[src/rtl/checked_adder_sequencer.sv]
// -----------------------------------------------------------------------------
// checked_adder_sequencer
//
// Sequencer for the duplicated, self-checking 3-bit add/subtract datapath.
// A request (operands + op code) is taken over a valid/ready handshake. The
// sequencer then drives the datapath operands, parity and one-hot op code. It
// holds them for SETTLE_CYC cycles and then checks both result copies (X/Y) and
// both two-rail error codes. On a detected error the operation is re-issued, up
// to MAX_RETRY times, before the result is returned with a status code.
//
// Optional feature macro: CHK_ERR_CNT_EN
//   When defined, adds a saturating error counter (err_cnt) and its
//   synchronous clear input (err_cnt_clr).
//
// Ports
//   clk          in   1         rising-edge clock
//   rst_n        in   1         asynchronous active-low reset
//   req_valid    in   1         request present
//   req_ready    out  1         sequencer can accept (IDLE only)
//   req_a        in   3         operand A
//   req_b        in   3         operand B
//   req_op       in   2         00 A+B, 01 A-B, 10 B-A, 11 illegal
//   dp_a         out  3         datapath operand A
//   dp_b         out  3         datapath operand B
//   dp_par       out  1         parity over {dp_a, dp_b}
//   dp_c         out  3         one-hot op code, 000 when idle
//   dp_x         in   4         result copy X {XC,X2,X1,X0}
//   dp_xe        in   2         X two-rail error code, 2'b10 = no error
//   dp_y         in   4         result copy Y {YC,Y2,Y1,Y0}
//   dp_ye        in   2         Y two-rail error code, 2'b10 = no error
//   rsp_valid    out  1         response present
//   rsp_ready    in   1         response consumed
//   rsp_sum      out  4         dp_x captured on the final attempt
//   rsp_status   out  2         00 ok, 01 ok after retry, 10 failed, 11 illegal
//   rsp_retries  out  2         re-issues used
//   err_cnt_clr  in   1         (CHK_ERR_CNT_EN) synchronous clear of err_cnt
//   err_cnt      out  ERRCNT_W  (CHK_ERR_CNT_EN) failed-sample count, saturating
// -----------------------------------------------------------------------------
module checked_adder_sequencer #(
   parameter int MAX_RETRY  = 2,
   parameter int SETTLE_CYC = 1,
   parameter int ERRCNT_W   = 8
) (
   input  logic                clk,
   input  logic                rst_n,
   input  logic                req_valid,
   output logic                req_ready,
   input  logic [2:0]          req_a,
   input  logic [2:0]          req_b,
   input  logic [1:0]          req_op,
   output logic [2:0]          dp_a,
   output logic [2:0]          dp_b,
   output logic                dp_par,
   output logic [2:0]          dp_c,
   input  logic [3:0]          dp_x,
   input  logic [1:0]          dp_xe,
   input  logic [3:0]          dp_y,
   input  logic [1:0]          dp_ye,
   output logic                rsp_valid,
   input  logic                rsp_ready,
   output logic [3:0]          rsp_sum,
   output logic [1:0]          rsp_status,
   output logic [1:0]          rsp_retries
`ifdef CHK_ERR_CNT_EN
   ,
   input  logic                err_cnt_clr,
   output logic [ERRCNT_W-1:0] err_cnt
`endif
);

   localparam int            SW          = (SETTLE_CYC > 1) ? $clog2(SETTLE_CYC) : 1;
   localparam logic [SW-1:0] SETTLE_LOAD = SW'(SETTLE_CYC - 1);
   localparam logic [1:0]    MAX_R       = 2'(MAX_RETRY);

   localparam logic [1:0] ST_OK       = 2'b00;
   localparam logic [1:0] ST_OK_RETRY = 2'b01;
   localparam logic [1:0] ST_FAILED   = 2'b10;
   localparam logic [1:0] ST_ILLEGAL  = 2'b11;

   typedef enum logic [1:0] {
      S_IDLE   = 2'd0,
      S_DRIVE  = 2'd1,
      S_SAMPLE = 2'd2,
      S_RESP   = 2'd3
   } state_t;

   state_t        state;
   state_t        state_nxt;
   logic [SW-1:0] settle_cnt;
   logic [1:0]    retries;
   logic          sample_pass;
   logic          retry_ok;

   function automatic logic [2:0] op_onehot(input logic [1:0] op);
      logic [2:0] c;
      case (op)
         2'b00:   c = 3'b001;
         2'b01:   c = 3'b010;
         2'b10:   c = 3'b100;
         default: c = 3'b000;
      endcase
      return c;
   endfunction

`ifdef CHK_ERR_CNT_EN
   function automatic logic [ERRCNT_W-1:0] sat_inc(input logic [ERRCNT_W-1:0] v);
      return (&v) ? v : v + 1'b1;
   endfunction
`endif

   // Both copies must agree and both two-rail checkers must report "no error".
   assign sample_pass = (dp_xe == 2'b10) && (dp_ye == 2'b10) && (dp_x == dp_y);
   assign retry_ok    = (retries < MAX_R);

   // ---- state register ----
   always_ff @(posedge clk or negedge rst_n) begin
      if (!rst_n) state <= S_IDLE;
      else        state <= state_nxt;
   end

   // ---- next-state logic ----
   always_comb begin
      state_nxt = state;
      case (state)
         S_IDLE:   if (req_valid) state_nxt = (req_op == 2'b11) ? S_RESP : S_DRIVE;
         S_DRIVE:  if (settle_cnt == '0) state_nxt = S_SAMPLE;
         S_SAMPLE: state_nxt = (sample_pass || !retry_ok) ? S_RESP : S_DRIVE;
         S_RESP:   if (rsp_ready) state_nxt = S_IDLE;
         default:  state_nxt = S_IDLE;
      endcase
   end

   // ---- state-decoded outputs ----
   always_comb begin
      req_ready = (state == S_IDLE);
      rsp_valid = (state == S_RESP);
   end

   // ---- datapath drive, settle/retry counters, response capture ----
   always_ff @(posedge clk or negedge rst_n) begin
      if (!rst_n) begin
         dp_a        <= '0;
         dp_b        <= '0;
         dp_par      <= 1'b0;
         dp_c        <= '0;
         settle_cnt  <= '0;
         retries     <= '0;
         rsp_sum     <= '0;
         rsp_status  <= '0;
         rsp_retries <= '0;
      end else begin
         case (state)
            S_IDLE: begin
               if (req_valid) begin
                  retries <= '0;
                  if (req_op == 2'b11) begin
                     // Illegal op: answer directly, the datapath stays idle.
                     rsp_sum     <= '0;
                     rsp_status  <= ST_ILLEGAL;
                     rsp_retries <= '0;
                  end else begin
                     dp_a       <= req_a;
                     dp_b       <= req_b;
                     dp_par     <= ^{req_a, req_b};
                     dp_c       <= op_onehot(req_op);
                     settle_cnt <= SETTLE_LOAD;
                  end
               end
            end
            S_DRIVE: begin
               if (settle_cnt != '0) settle_cnt <= settle_cnt - 1'b1;
            end
            S_SAMPLE: begin
               // Operands stay on the datapath across a retry; only the
               // settle window restarts.
               rsp_sum     <= dp_x;
               rsp_retries <= retries;
               if (sample_pass) begin
                  rsp_status <= (retries == 2'd0) ? ST_OK : ST_OK_RETRY;
               end else if (retry_ok) begin
                  retries    <= retries + 2'd1;
                  settle_cnt <= SETTLE_LOAD;
               end else begin
                  rsp_status <= ST_FAILED;
               end
            end
            S_RESP: begin
               if (rsp_ready) dp_c <= '0;
            end
            default: ;
         endcase
      end
   end

`ifdef CHK_ERR_CNT_EN
   // ---- error counter: one count per failed sample, clear has priority ----
   always_ff @(posedge clk or negedge rst_n) begin
      if (!rst_n)                                  err_cnt <= '0;
      else if (err_cnt_clr)                        err_cnt <= '0;
      else if ((state == S_SAMPLE) && !sample_pass) err_cnt <= sat_inc(err_cnt);
   end
`endif

endmodule

[config.mk]
export PLATFORM = sky130hd
export DESIGN_NAME = checked_adder_sequencer
export DESIGN_NICKNAME = d
export VERILOG_FILES = /design/src/rtl/checked_adder_sequencer.sv
export SDC_FILE = /design/constraint.sdc
export NUM_CORES = 1
export LEC_CHECK = 0
export ABC_CLOCK_PERIOD_IN_PS = 2100
export CORE_UTILIZATION = 44
export CTS_BUF_LIST = sky130_fd_sc_hd__clkbuf_2 sky130_fd_sc_hd__clkbuf_4 sky130_fd_sc_hd__clkbuf_8
export DETAILED_ROUTE_END_ITERATION = 6
export PLACE_DENSITY = 0.92
export SLEW_MARGIN = 20
export SYNTH_ARGS = -nofsm -noshare
export SYNTH_HDL_FRONTEND = slang
export SYNTH_SLANG_ARGS = --single-unit
[constraint.sdc]
create_clock -name clk -period 2.1 [get_ports clk]
set_input_delay 0.63 -clock clk [delete_from_list [all_inputs] [get_ports clk]]
set_output_delay 0.63 -clock clk [all_outputs]
set_load 0.02 [all_outputs]
==> reports/qor.json, run 1 <==
{
  "yosys": {
    "synth_enable_flop_cells": 0,
    "yosysSeqAreaShare_pct": 50.8,
    "synth_compound_area_share_pct": 16.6,
    "post-synth-top-area-fraction_pct": 50.8,
    "syn-num-nets": 121,
    "yosysWarnings": 0,
    "post_synth_num_cell_types": 32,
    "synth_async_sr_flop_share_pct": 100,
    "syn_avg_cell_area_um2": 11.3,
    "synth.cell_area_um2": 1080,
    "synth_largest_area_cell": "sky130_fd_sc_hd__dfrtp_1",
    "ys.flop_type": "sky130_fd_sc_hd__dfrtp_1",
    "cells_after_synth": 96,
    "synth_mux_area_share_pct": 6.93,
    "post_synth_main_area_contributors": "sky130_fd_sc_hd__dfrtp_1 51%, sky130_fd_sc_hd__a22o_1 4.8%, sky130_fd_sc_hd__mux2_2 4.2%",
    "main_combinational_cell_family_by_area_after_synthesis": "compound AO/OA/AOI/OAI gates",
    "parity_gate_share_of_the_synthesized_area_counting_xor_and_xnor_cells_pct": 7.27,
    "synth-seq-cells": 22,
    "synth_fa_ha_area_share_pct": 1.15,
    "synthesized_area_fraction_occupied_by_and_or_nand_nor_cells_pct": 12.9
  },
  "cells_and_area": {
    "post_route_cells_drive_above_1_share_pct": 15.1,
    "design.final.nets": 172,
    "num_antenna_cells": 0,
    "final_core_util_pct": 71.5,
    "final-instance-count-excl-fill": 174,
    "area_delta_synth_final_pct": 50.2,
    "fillCellCount": 178
  },
  "routing": {
    "drt_wl_total_um": 2450,
    "drt.antenna.violating_nets": 0,
    "vias_per_cell": 5.31,
    "routed_via_count": 924,
    "post_detailed_route_drc_marker_count": 0,
    "firstDrtPassIters": 4,
    "route.detailed.wl_per_inst_um": 14.1,
    "detailedRoute.firstIterationViolations": 20
  },
  "pwr": {
    "power.ir.vdd_worst_uv": 882,
    "power_frac_seq_pct": 32.3,
    "combinationalPowerShare_pct": 53.3,
    "power.density_nw_per_um2": 1390,
    "net_switching_share_of_the_total_power_pct": 37.0,
    "netSwitchingPower_uw": 836,
    "power.clock.fraction_pct": 14.4,
    "p_leak_nw": 0.716,
    "p_int_mw": 1.42
  },
  "timing": {
    "final-hold-violation-count": 0,
    "finalSetupViolations": 0,
    "setup_skew_after_layout_ns": 0.0125,
    "worst_slew_margin_rel_pct": 71.6,
    "finalMaxSlewViolations": 0,
    "hold_ws_ns": 0.496,
    "fmaxAchievable_ghz": 0.514,
    "min_period_over_period_pct": 92.7,
    "unrepaired_setup_endpoints_after_global_routing": "false",
    "finalWorstPathRequiredPeriod_ns": 1.95,
    "tightestPinTransition_ns": 0.416
  },
  "global_routing": {
    "grt_remaining_overflow": 0,
    "grt_antenna_before_repair": 0,
    "globalRouteMet3Util_pct": 5.85,
    "grt_usage_pct": 20.2,
    "pin_count_of_the_biggest_net_entering_global_routing": 23,
    "first_global_vias": 901,
    "global_route_wire_length_before_repair_um": 3960,
    "groute.layer.met1.usage_pct": 23.8,
    "grt_util_met2_pct": 35.1,
    "grt_most_used_layer": "met2"
  },
  "place": {
    "globalplace.congestion": 0.987,
    "dp.final_hpwl_um": 1950,
    "placement.io_buffers": 43,
    "placed_insts": 170
  },
  "floorplanning": {
    "standard_cell_core_area_um2": 2280,
    "num_io_pins": 44,
    "design.die.area_um2": 2670,
    "fp-row-count": 17,
    "die_h_um": 51.6,
    "start_util_pct": 47.6,
    "dieWidth_um": 51.6
  },
  "clocking": {
    "cts_made_buffers": 3,
    "htreeDepth": 1,
    "cts_tree": "built",
    "clock_insertion_delay_worst_skew_ns": 0.31,
    "clock-root-buffer": "sky130_fd_sc_hd__clkbuf_4",
    "numClockSinks": 22,
    "post-cts-setup-buffers": 0,
    "cts.path.max_buffers": 2,
    "path_clk_slew_ns": 0.13
  },
  "setup_path": {
    "worst_r2r_path_depth": 5,
    "reg2reg_to": "dp_c[0]$_DFFE_PN0P_",
    "reg2reg_from": "state[0]$_DFFE_PN0P_",
    "worstPathMaxFanout": 3,
    "slowest_delay_ns": 0.61,
    "critPathSlowestCell": "sky130_fd_sc_hd__clkdlybuf4s50_1",
    "timing_worst_setup_path_type": "reg -> out",
    "crit_path_arrival_time_ns": 1.32,
    "cp_cell_sequence": "clkdlybuf4s50_1",
    "path_buf_inv": 1,
    "cpLargestDelayFamily": "buffers and inverters",
    "timing.reg2reg.setup_slack_ns": 0.56,
    "critPathCaptureType": "output pin",
    "timing.critical_path.required_ns": 1.47,
    "critPathLaunchType": "register"
  },
  "hold_path": {
    "min_path_type": "reg -> reg",
    "holdCritStartpoint": "dp_par$_DFFE_PN0P_",
    "holdPathStages": 2,
    "endpoint_with_the_worst_hold_slack": "dp_par$_DFFE_PN0P_"
  },
  "status": {
    "outcome": "complete, no violations"
  },
  "run": {
    "maxCapViolCount": 0
  }
}
## state kept, by name (all words and copies together) (netlist names)
register	cells
rsp_sum	4
dp_a	3
dp_b	3
dp_c	3
retries	2
rsp_retries	2
rsp_status	2
state	2
dp_par	1
## worst max-delay path by stage
stage | from | end | slack [ns] | cells past startpoint
floorplan | req_valid | dp_a[0]$_DFFE_PN0P_ | 0.54 | 4
global placement | req_valid | rsp_status[1]$_DFFE_PN0P_ | 0.002 | 5
detailed placement | dp_x[2] | rsp_status[0]$_DFFE_PN0P_ | -0.07 | 5
CTS | state[0]$_DFFE_PN0P_ | rsp_valid | 0.008 | 2
global route | rsp_status[0]$_DFFE_PN0P_ | rsp_status[0] | 0.09 | 1
finish | rsp_status[0]$_DFFE_PN0P_ | rsp_status[0] | 0.15 | 1
## cells in the final DEF (no fill, tap or decap), types with 2 or more instances in the layout
master / instances
sky130_fd_sc_hd__clkdlybuf4s50_1: 41
sky130_fd_sc_hd__dfrtp_1: 22
sky130_fd_sc_hd__buf_4: 8
sky130_fd_sc_hd__nand2_1: 7
sky130_fd_sc_hd__a22o_1: 6
sky130_fd_sc_hd__o21ai_0: 6
sky130_fd_sc_hd__xnor2_1: 5
sky130_fd_sc_hd__nand3_1: 5
sky130_fd_sc_hd__nor2_1: 4
sky130_fd_sc_hd__xor2_1: 4
sky130_fd_sc_hd__mux2_2: 4
sky130_fd_sc_hd__inv_1: 3
sky130_fd_sc_hd__a21oi_1: 3
sky130_fd_sc_hd__clkbuf_4: 3
sky130_fd_sc_hd__and2_1: 2
sky130_fd_sc_hd__mux2_4: 2
sky130_fd_sc_hd__nor3_1: 2
sky130_fd_sc_hd__nand2b_1: 2
## repair_timing
action,CTS,global route
hold buffers,0,0
pin swaps,0,0
gates cloned,0,0
resized for setup,1,1
endpoints found under the setup margin,1,1
## cell families after synthesis
logic type,Yosys count
simple gates,26
compound gates,24
flops,22
xor+xnor,9
buf+inv,8
mux,6
fa+ha+maj,1
## layout make-up
| type | count | area (µm²) | share of cell area [%] |
|---|---|---|---|
| well taps | 28 | 35.0 | 2.15 |
| clock buffers | 3 | 22.5 | 1.38 |
| multi-input cells | 66 | 487 | 29.9 |
| inverters | 3 | 11.3 | 0.692 |
| repair buffers | 51 | 492 | 30.2 |
| flip-flops and latches | 22 | 551 | 33.8 |
| clock inverters | 1 | 30.0 | 1.84 |
## cells in the mapped netlist, types with 2 or more instances
library cell / number
sky130_fd_sc_hd__clkbuf_1: 2
sky130_fd_sc_hd__xor2_1: 4
sky130_fd_sc_hd__mux2_2: 4
sky130_fd_sc_hd__and2_1: 2
sky130_fd_sc_hd__mux2_4: 2
sky130_fd_sc_hd__a22o_1: 6
sky130_fd_sc_hd__xnor2_1: 5
sky130_fd_sc_hd__inv_1: 3
sky130_fd_sc_hd__a21oi_1: 3
sky130_fd_sc_hd__o21ai_0: 6
sky130_fd_sc_hd__nor2_1: 4
sky130_fd_sc_hd__nand3_1: 5
sky130_fd_sc_hd__buf_6: 2
sky130_fd_sc_hd__nor3_1: 2
sky130_fd_sc_hd__nand2_1: 7
sky130_fd_sc_hd__nand2b_1: 2
sky130_fd_sc_hd__dfrtp_1: 22
## power groups by stage
stage / sequential, mW / combinational, mW / clock, mW
6_report: 0.729 / 1.20 / 0.326
5_1_grt: 0.755 / 1.29 / 0.345
4_1_cts: 0.730 / 1.21 / 0.328
3_5_place_dp: 0.741 / 1.21 / 0
3_3_place_gp: 0.724 / 1.18 / 0
2_1_floorplan: 0.908 / 0.519 / 0
## layer usage
layer / vias to the layer above / part of all wire, %
met1: 455 / 42
met5: - / 0
li1: 440 / -
met3: 2 / 5.1
met4: 0 / 0.57
met2: 27 / 52
## per-stage QoR
step	setup slack, ns	power [mW]	area [µm²]	setup TNS, ns
final	0.154	2.26	1630	0
after global routing	0.0919	2.39	1630	0
after CTS	0.00848	2.27	1630	0
after detailed placement	-0.0692	1.95	1570	-0.202
after global placement	0.00189	1.90	1570	0
after floorplan	0.542	1.43	1080	0
No activity file was read; power rests on OpenSTA's default activity.
==> run 2, diff against run 1 <==
--- a/config.mk
+++ b/config.mk
@@ -8,2 +8,3 @@
 export ABC_CLOCK_PERIOD_IN_PS = 2100
+export CORE_MARGIN = 2
 export CORE_UTILIZATION = 44
==> constraint.sdc (replaced) <==
create_clock -name clk -period 2.1 [get_ports clk]
set_input_delay 0.42 -clock clk [delete_from_list [all_inputs] [get_ports clk]]
set_output_delay 0.42 -clock clk [all_outputs]
set_load 0.02 [all_outputs]
==> run 2 against run 1 <==
Against the previous run: register-to-register slack improved by 0.08 ns; clock-buffer cell count unchanged; flip-flop and latch count unchanged; via count decreased by 5.3%; maximum frequency decreased by 0.52%; die area increased by 7.9%; cell area decreased by 5.0%; clock skew decreased by 0.0081 ns; cell count decreased by 4.6%; critical path type unchanged; largest power group unchanged; highest routed layer unchanged.
==> reports/qor.json, run 2 (synthesized netlist as in run 1, its figures left out) <==
{
  "global_routing": {
    "first_global_vias": {"value": 879, "change": "was 901"},
    "grt_remaining_overflow": {"value": 0, "change": "unchanged"},
    "global_route_wire_length_before_repair": {"value": 3750, "unit": "µm", "change": "was 3960 µm"},
    "grt_antenna_before_repair": {"value": 0, "change": "unchanged"},
    "pin_count_of_the_biggest_net_entering_global_routing": {"value": 23, "change": "unchanged"},
    "grt_usage": {"value": 18.3, "unit": "%", "change": "was 20.2%"}
  },
  "pwr": {
    "total_power": {"value": 2.06, "unit": "mW", "change": "was 2.26 mW"},
    "power.density": {"value": 1330, "unit": "nW/µm²", "change": "was 1390 nW/µm²"},
    "power.ir.vdd_worst": {"value": 871, "unit": "µV", "change": "was 882 µV"},
    "p_leak": {"value": 0.651, "unit": "nW", "change": "was 0.716 nW"}
  },
  "clocking": {
    "cts_tree": {"value": "built", "change": "unchanged"},
    "cts.path.max_buffers": {"value": 2, "change": "unchanged"},
    "post-cts-setup-buffers": {"value": 0, "change": "unchanged"},
    "numClockSinks": {"value": 22, "change": "unchanged"},
    "path_clk_slew": {"value": 0.10, "unit": "ns", "change": "was 0.13 ns"},
    "clock-root-buffer": {"value": "sky130_fd_sc_hd__clkbuf_4", "change": "unchanged"},
    "ctsHoldBuffers": {"value": 0, "change": "unchanged"},
    "cts_made_buffers": {"value": 3, "change": "unchanged"},
    "clock_insertion_delay_worst_skew": {"value": 0.29, "unit": "ns", "change": "was 0.31 ns"},
    "htreeDepth": {"value": 1, "change": "unchanged"},
    "ctsResizeCount": {"value": 0, "change": "was 1"}
  },
  "hold_path": {
    "min_path_type": {"value": "in -> async", "change": "was reg -> reg"}
  },
  "floorplanning": {
    "num_io_pins": {"value": 44, "change": "unchanged"},
    "fp-row-count": {"value": 17, "change": "unchanged"},
    "die_h": {"value": 53.6, "unit": "µm", "change": "was 51.6 µm"},
    "design.die.area": {"value": 2880, "unit": "µm²", "change": "was 2670 µm²"},
    "standard_cell_core_area": {"value": 2280, "unit": "µm²", "change": "unchanged"},
    "start_util": {"value": 47.6, "unit": "%", "change": "unchanged"},
    "dieWidth": {"value": 53.6, "unit": "µm", "change": "was 51.6 µm"}
  },
  "routing": {
    "vias_per_cell": {"value": 5.27, "change": "was 5.31"},
    "routed_via_count": {"value": 875, "change": "was 924"},
    "drt.antenna.violating_nets": {"value": 0, "change": "unchanged"},
    "detailedRoute.firstIterationViolations": {"value": 23, "change": "was 20"},
    "post_detailed_route_drc_marker_count": {"value": 0, "change": "unchanged"},
    "route.detailed.wl_per_inst": {"value": 13.4, "unit": "µm", "change": "was 14.1 µm"},
    "drt_wl_total": {"value": 2230, "unit": "µm", "change": "was 2450 µm"},
    "firstDrtPassIters": {"value": 4, "change": "unchanged"}
  },
  "status": {
    "outcome": {"value": "complete, no violations", "change": "unchanged"}
  },
  "setup_path": {
    "worstPathMaxFanout": {"value": 11, "change": "was 3"},
    "reg2reg_to": {"value": "dp_a[1]$_DFFE_PN0P_", "change": "was dp_c[0]$_DFFE_PN0P_"},
    "worst_r2r_path_depth": {"value": 3, "change": "was 5"},
    "timing_worst_setup_path_type": {"value": "reg -> out", "change": "unchanged"},
    "reg2reg_from": {"value": "state[0]$_DFFE_PN0P_", "change": "unchanged"},
    "crit_path_arrival_time": {"value": 1.54, "unit": "ns", "change": "was 1.32 ns"},
    "timing.critical_path.required": {"value": 1.68, "unit": "ns", "change": "was 1.47 ns"},
    "critPathCaptureType": {"value": "output pin", "change": "unchanged"},
    "critPathLaunchType": {"value": "register", "change": "unchanged"},
    "timing.reg2reg.setup_slack": {"value": 0.64, "unit": "ns", "change": "was 0.56 ns"}
  },
  "cells_and_area": {
    "multi_input_comb_area": {"value": 487, "unit": "µm²", "change": "unchanged"},
    "largest_register_ff_count": {"value": 4, "change": "unchanged"},
    "post_route_cells_drive_above_1_share": {"value": 11.6, "unit": "%", "change": "was 15.1%"},
    "final_common_cell": {"value": "sky130_fd_sc_hd__clkdlybuf4s50_1", "change": "unchanged"},
    "seq_area": {"value": 553, "unit": "µm²", "change": "was 551 µm²"},
    "area_delta_synth_final": {"value": 42.7, "unit": "%", "change": "was 50.2%"},
    "top_register": {"value": "rsp_sum", "change": "unchanged"},
    "fillCellCount": {"value": 165, "change": "was 178"},
    "stdcell_area": {"value": 1550, "unit": "µm²", "change": "was 1630 µm²"},
    "final_cell_mix": {"value": "43 x sky130_fd_sc_hd__clkdlybuf4s50_1, 20 x sky130_fd_sc_hd__dfrtp_1, 7 x sky130_fd_sc_hd__nand2_1", "change": "was 41 x sky130_fd_sc_hd__clkdlybuf4s50_1, 22 x sky130_fd_sc_hd__dfrtp_1, 8 x sky130_fd_sc_hd__buf_4"},
    "design.final.nets": {"value": 165, "change": "was 172"},
    "num_antenna_cells": {"value": 0, "change": "unchanged"}
  },
  "timing": {
    "unrepaired_setup_endpoints_after_global_routing": {"value": "false", "change": "unchanged"},
    "timing.setup.tns": {"value": 0, "unit": "ns", "change": "unchanged"},
    "tightestPinTransition": {"value": 0.410, "unit": "ns", "change": "was 0.416 ns"},
    "worst_slew_margin_rel": {"value": 72.4, "unit": "%", "change": "was 71.6%"},
    "min_period_over_period": {"value": 93.1, "unit": "%", "change": "was 92.7%"},
    "setup_skew_after_layout": {"value": 0.00435, "unit": "ns", "change": "was 0.0125 ns"},
    "finalMaxSlewViolations": {"value": 0, "change": "unchanged"},
    "finalSetupViolations": {"value": 0, "change": "unchanged"},
    "final-hold-violation-count": {"value": 0, "change": "unchanged"},
    "fmaxAchievable": {"value": 0.511, "unit": "GHz", "change": "was 0.514 GHz"},
    "finalWorstPathRequiredPeriod": {"value": 1.96, "unit": "ns", "change": "was 1.95 ns"}
  },
  "run": {
    "maxCapViolCount": {"value": 0, "change": "unchanged"}
  },
  "place": {
    "dp.final_hpwl": {"value": 1830, "unit": "µm", "change": "was 1950 µm"},
    "detailed_place.area": {"value": 1520, "unit": "µm²", "change": "was 1570 µm²"},
    "globalplace.congestion": {"value": 0.884, "change": "was 0.987"},
    "placement.io_buffers": {"value": 43, "change": "unchanged"}
  }
}
run 2: worst max path at each step:
| stage | from | to | slack (ns) | cells after the start |
|---|---|---|---|---|
| after global placement | req_valid | dp_a[1]$_DFFE_PN0P_ | 0.20 | 4 |
| after detailed placement | dp_x[3] | rsp_status[0]$_DFFE_PN0P_ | 0.16 | 5 |
| after global routing | state[1]$_DFFE_PN0P_ | rsp_valid | 0.04 | 2 |
| after CTS | state[1]$_DFFE_PN0P_ | rsp_valid | 0.04 | 2 |
| final | state[1]$_DFFE_PN0P_ | rsp_valid | 0.14 | 2 |
| after floorplan | state[0]$_DFFE_PN0P_ | dp_a[0]$_DFFE_PN0P_ | 0.60 | 5 |
run 2: worst max-delay path: stages (launching register included):
cell and delay (ns):
sky130_fd_sc_hd__dfrtp_2 0.48, sky130_fd_sc_hd__and2_1 0.17, sky130_fd_sc_hd__clkdlybuf4s50_1 0.60
run 2: layout make-up:
cell class	count	area share, %
flip-flops and latches	22	35.8
multi-input cells	66	31.5
repair buffers	44	28.3
well taps	28	2.27
clock buffers	3	1.46
inverters	3	0.728
run 2: where the power goes:
group	internal, mW	switching (mW)	total (mW)
registers	0.618	0.153	0.771
clock network	0.0666	0.105	0.172
logic	0.585	0.531	1.12
total	1.27	0.789	2.06
run 2: through the flow:
step / worst slack (ns) / hold slack, ns / std cells / util, %
2_1_floorplan: 0.601 / 0.124 / 96 / -
3_3_place_gp: 0.202 / 0.473 / 163 / 66.8
3_5_place_dp: 0.157 / 0.488 / 163 / 66.8
4_1_cts: 0.0425 / 0.455 / 166 / 67.8
5_1_grt: 0.0436 / 0.485 / 166 / 67.9
6_report: 0.144 / 0.461 / 166 / 67.9
run 2: per-layer routing:
metal  track usage [%]  share of wire, %  vias up  routed length, µm
li1                  -                 -      429                  -
met1              23.2                44      422                970
met2              30.5                51       22               1140
met3              3.61               4.4        2                 99
met4              7.69              0.72        0                 16
met5                 0                 0        -                  0
==> run 3, diff against run 2 <==
Settings changed: PLACE_DENSITY 0.92 to 0.82.
==> run 3 against run 2 <==
Against the previous run: non-clock buffer count unchanged; clock power grew 91%; total power rose by 7.4%; combinational power is essentially flat; first-iteration DRC count down 83%; die area unchanged; maximum frequency is 1.4% lower; global-route usage up 1.8 points; flip-flop and latch count is the same; cell area is 1.9% higher; register-to-register slack got worse by 0.02 ns; worst setup slack got worse by 0.029 ns; critical endpoint unchanged; highest routed layer unchanged.
==> reports/qor.json, run 3 (synthesized netlist as in run 1, its figures left out) <==
{
  "setup_path": {
    "timing.critical_path.from": {"value": "state[1]$_DFFE_PN0P_", "change": "unchanged"},
    "timing.critical_path.to": {"value": "rsp_valid", "change": "unchanged"},
    "critPathLaunchType": {"value": "register", "change": "unchanged"},
    "timing.critical_path.required": {"value": 1.68, "unit": "ns", "change": "about the same"},
    "reg2reg_to": {"value": "dp_a[1]$_DFFE_PN0P_", "change": "unchanged"},
    "reg2reg_from": {"value": "state[0]$_DFFE_PN0P_", "change": "unchanged"},
    "critPathCaptureType": {"value": "output pin", "change": "unchanged"},
    "timing.reg2reg.setup_slack": {"value": 0.62, "unit": "ns", "change": "was 0.64 ns"},
    "timing_worst_setup_path_type": {"value": "reg -> out", "change": "unchanged"},
    "worst_r2r_path_depth": {"value": 3, "change": "unchanged"},
    "crit_path_arrival_time": {"value": 1.56, "unit": "ns", "change": "was 1.54 ns"},
    "worstPathMaxFanout": {"value": 11, "change": "unchanged"}
  },
  "routing": {
    "vias_per_cell": {"value": 5.43, "change": "was 5.27"},
    "routed_via_count": {"value": 907, "change": "was 875"},
    "post_detailed_route_drc_marker_count": {"value": 0, "change": "unchanged"},
    "detailedRoute.firstIterationViolations": {"value": 4, "change": "was 23"},
    "drt.antenna.violating_nets": {"value": 0, "change": "unchanged"},
    "firstDrtPassIters": {"value": 4, "change": "unchanged"},
    "route.detailed.wl_per_inst": {"value": 14.8, "unit": "µm", "change": "was 13.4 µm"},
    "drt_wl_total": {"value": 2470, "unit": "µm", "change": "was 2230 µm"}
  },
  "global_routing": {
    "global_route_wire_length_before_repair": {"value": 4100, "unit": "µm", "change": "was 3750 µm"},
    "grt_usage": {"value": 20.1, "unit": "%", "change": "was 18.3%"},
    "grt_remaining_overflow": {"value": 0, "change": "unchanged"},
    "pin_count_of_the_biggest_net_entering_global_routing": {"value": 23, "change": "unchanged"},
    "first_global_vias": {"value": 932, "change": "was 879"},
    "grt_antenna_before_repair": {"value": 0, "change": "unchanged"}
  },
  "pwr": {
    "power.density": {"value": 1400, "unit": "nW/µm²", "change": "was 1330 nW/µm²"},
    "power.ir.vdd_worst": {"value": 901, "unit": "µV", "change": "was 871 µV"},
    "p_leak": {"value": 0.665, "unit": "nW", "change": "was 0.651 nW"}
  },
  "place": {
    "dp.final_hpwl": {"value": 1880, "unit": "µm", "change": "was 1830 µm"},
    "placement.io_buffers": {"value": 43, "change": "unchanged"},
    "globalplace.congestion": {"value": 0.867, "change": "was 0.884"},
    "dp_slack": {"value": 0.172, "unit": "ns", "change": "was 0.157 ns"}
  },
  "cells_and_area": {
    "seq_area": {"value": 553, "unit": "µm²", "change": "unchanged"},
    "fillCellCount": {"value": 176, "change": "was 165"},
    "final_cell_mix": {"value": "43 x sky130_fd_sc_hd__clkdlybuf4s50_1, 20 x sky130_fd_sc_hd__dfrtp_1, 7 x sky130_fd_sc_hd__nand2_1", "change": "unchanged"},
    "area_delta_synth_final": {"value": 45.5, "unit": "%", "change": "was 42.7%"},
    "num_antenna_cells": {"value": 0, "change": "unchanged"},
    "multi_input_comb_area": {"value": 487, "unit": "µm²", "change": "unchanged"},
    "largest_register_ff_count": {"value": 4, "change": "unchanged"},
    "final_common_cell": {"value": "sky130_fd_sc_hd__clkdlybuf4s50_1", "change": "unchanged"},
    "design.final.nets": {"value": 165, "change": "unchanged"},
    "top_register": {"value": "rsp_sum", "change": "unchanged"},
    "post_route_cells_drive_above_1_share": {"value": 12.2, "unit": "%", "change": "was 11.6%"}
  },
  "run": {
    "maxCapViolCount": {"value": 0, "change": "unchanged"}
  },
  "floorplanning": {
    "standard_cell_core_area": {"value": 2280, "unit": "µm²", "change": "unchanged"},
    "dieWidth": {"value": 53.6, "unit": "µm", "change": "unchanged"},
    "start_util": {"value": 47.6, "unit": "%", "change": "unchanged"},
    "fp-row-count": {"value": 17, "change": "unchanged"},
    "num_io_pins": {"value": 44, "change": "unchanged"},
    "die_h": {"value": 53.6, "unit": "µm", "change": "unchanged"},
    "design.die.area": {"value": 2880, "unit": "µm²", "change": "unchanged"}
  },
  "timing": {
    "fin_ws": {"value": 0.115, "unit": "ns", "change": "was 0.144 ns"},
    "finalMaxSlewViolations": {"value": 0, "change": "unchanged"},
    "unrepaired_setup_endpoints_after_global_routing": {"value": "false", "change": "unchanged"},
    "finalWorstPathRequiredPeriod": {"value": 1.98, "unit": "ns", "change": "was 1.96 ns"},
    "fmaxAchievable": {"value": 0.504, "unit": "GHz", "change": "was 0.511 GHz"},
    "finalSetupViolations": {"value": 0, "change": "unchanged"},
    "setup_skew_after_layout": {"value": 0.00384, "unit": "ns", "change": "was 0.00435 ns"},
    "worst_slew_margin_rel": {"value": 75.8, "unit": "%", "change": "was 72.4%"},
    "min_period_over_period": {"value": 94.5, "unit": "%", "change": "was 93.1%"},
    "tightestPinTransition": {"value": 0.354, "unit": "ns", "change": "was 0.410 ns"},
    "timing.setup.tns": {"value": 0, "unit": "ns", "change": "unchanged"},
    "final-hold-violation-count": {"value": 0, "change": "unchanged"}
  },
  "hold_path": {
    "min_path_type": {"value": "in -> async", "change": "unchanged"}
  },
  "clocking": {
    "htreeDepth": {"value": 1, "change": "unchanged"},
    "path_clk_slew": {"value": 0.12, "unit": "ns", "change": "was 0.10 ns"},
    "numClockSinks": {"value": 22, "change": "unchanged"},
    "cts_tree": {"value": "built", "change": "unchanged"},
    "cts.path.max_buffers": {"value": 2, "change": "unchanged"},
    "clock-root-buffer": {"value": "sky130_fd_sc_hd__clkbuf_4", "change": "unchanged"},
    "clock_insertion_delay_worst_skew": {"value": 0.31, "unit": "ns", "change": "was 0.29 ns"},
    "cts_made_buffers": {"value": 3, "change": "unchanged"},
    "ctsHoldBuffers": {"value": 0, "change": "unchanged"}
  },
  "status": {
    "outcome": {"value": "complete, no violations", "change": "unchanged"}
  }
}
run 3: cell count changes in the layout (fill, tap and decap cells not counted):
cell | previous run | this run
sky130_fd_sc_hd__bufinv_16 | 0 | 1
run 3: cell type report:
type	count	share of cell area (%)
clock buffers	3	1.43
clock inverters	1	1.90
inverters	3	0.714
multi-input cells	66	30.9
flip-flops and latches	22	35.1
well taps	28	2.22
repair buffers	44	27.8
run 3: what timing repair did:
action / in CTS / in global routing
resized for setup: 0 / 2
setup buffers: 0 / 0
setup endpoints to repair: 0 / 1
run 3: where the power goes:
| part | internal [mW] | switching (mW) |
|---|---|---|
| clock | 0.193 | 0.135 |
| combinational | 0.585 | 0.529 |
| sequential | 0.617 | 0.152 |
| total | 1.40 | 0.815 |
run 3: through the flow:
stage	hold WS [ns]	power [mW]	instances	cell area, µm²	utilization (%)
after floorplan	0.124	1.43	96	1080	-
after global placement	0.461	1.87	163	1520	66.8
after detailed placement	0.479	1.89	163	1520	66.8
after CTS	0.441	2.23	167	1570	69.2
after global routing	0.459	2.36	167	1580	69.3
final	0.445	2.21	167	1580	69.3
run 3: worst min path at each step:
stage	end	slack, ns	depth (start not counted)
3_3_place_gp	dp_par$_DFFE_PN0P_	0.46	2
3_5_place_dp	dp_par$_DFFE_PN0P_	0.48	2
2_1_floorplan	dp_a[0]$_DFFE_PN0P_	0.12	0
4_1_cts	rsp_sum[0]$_DFFE_PN0P_	0.44	2
5_1_grt	dp_b[1]$_DFFE_PN0P_	0.46	2
6_report	rsp_status[1]$_DFFE_PN0P_	0.45	2
run 3: critical path: stages (launching register included):
cell                              delay (ns)
sky130_fd_sc_hd__dfrtp_2                0.48
sky130_fd_sc_hd__and2_1                 0.17
sky130_fd_sc_hd__clkdlybuf4s50_1        0.60
run 3: layer usage:
metal	global-route usage, %	wire, µm	vias up
li1	-	-	429
met1	22.7	1040	432
met2	36.0	1200	44
met3	5.56	212	2
met4	7.26	16	0
met5	0	0	-
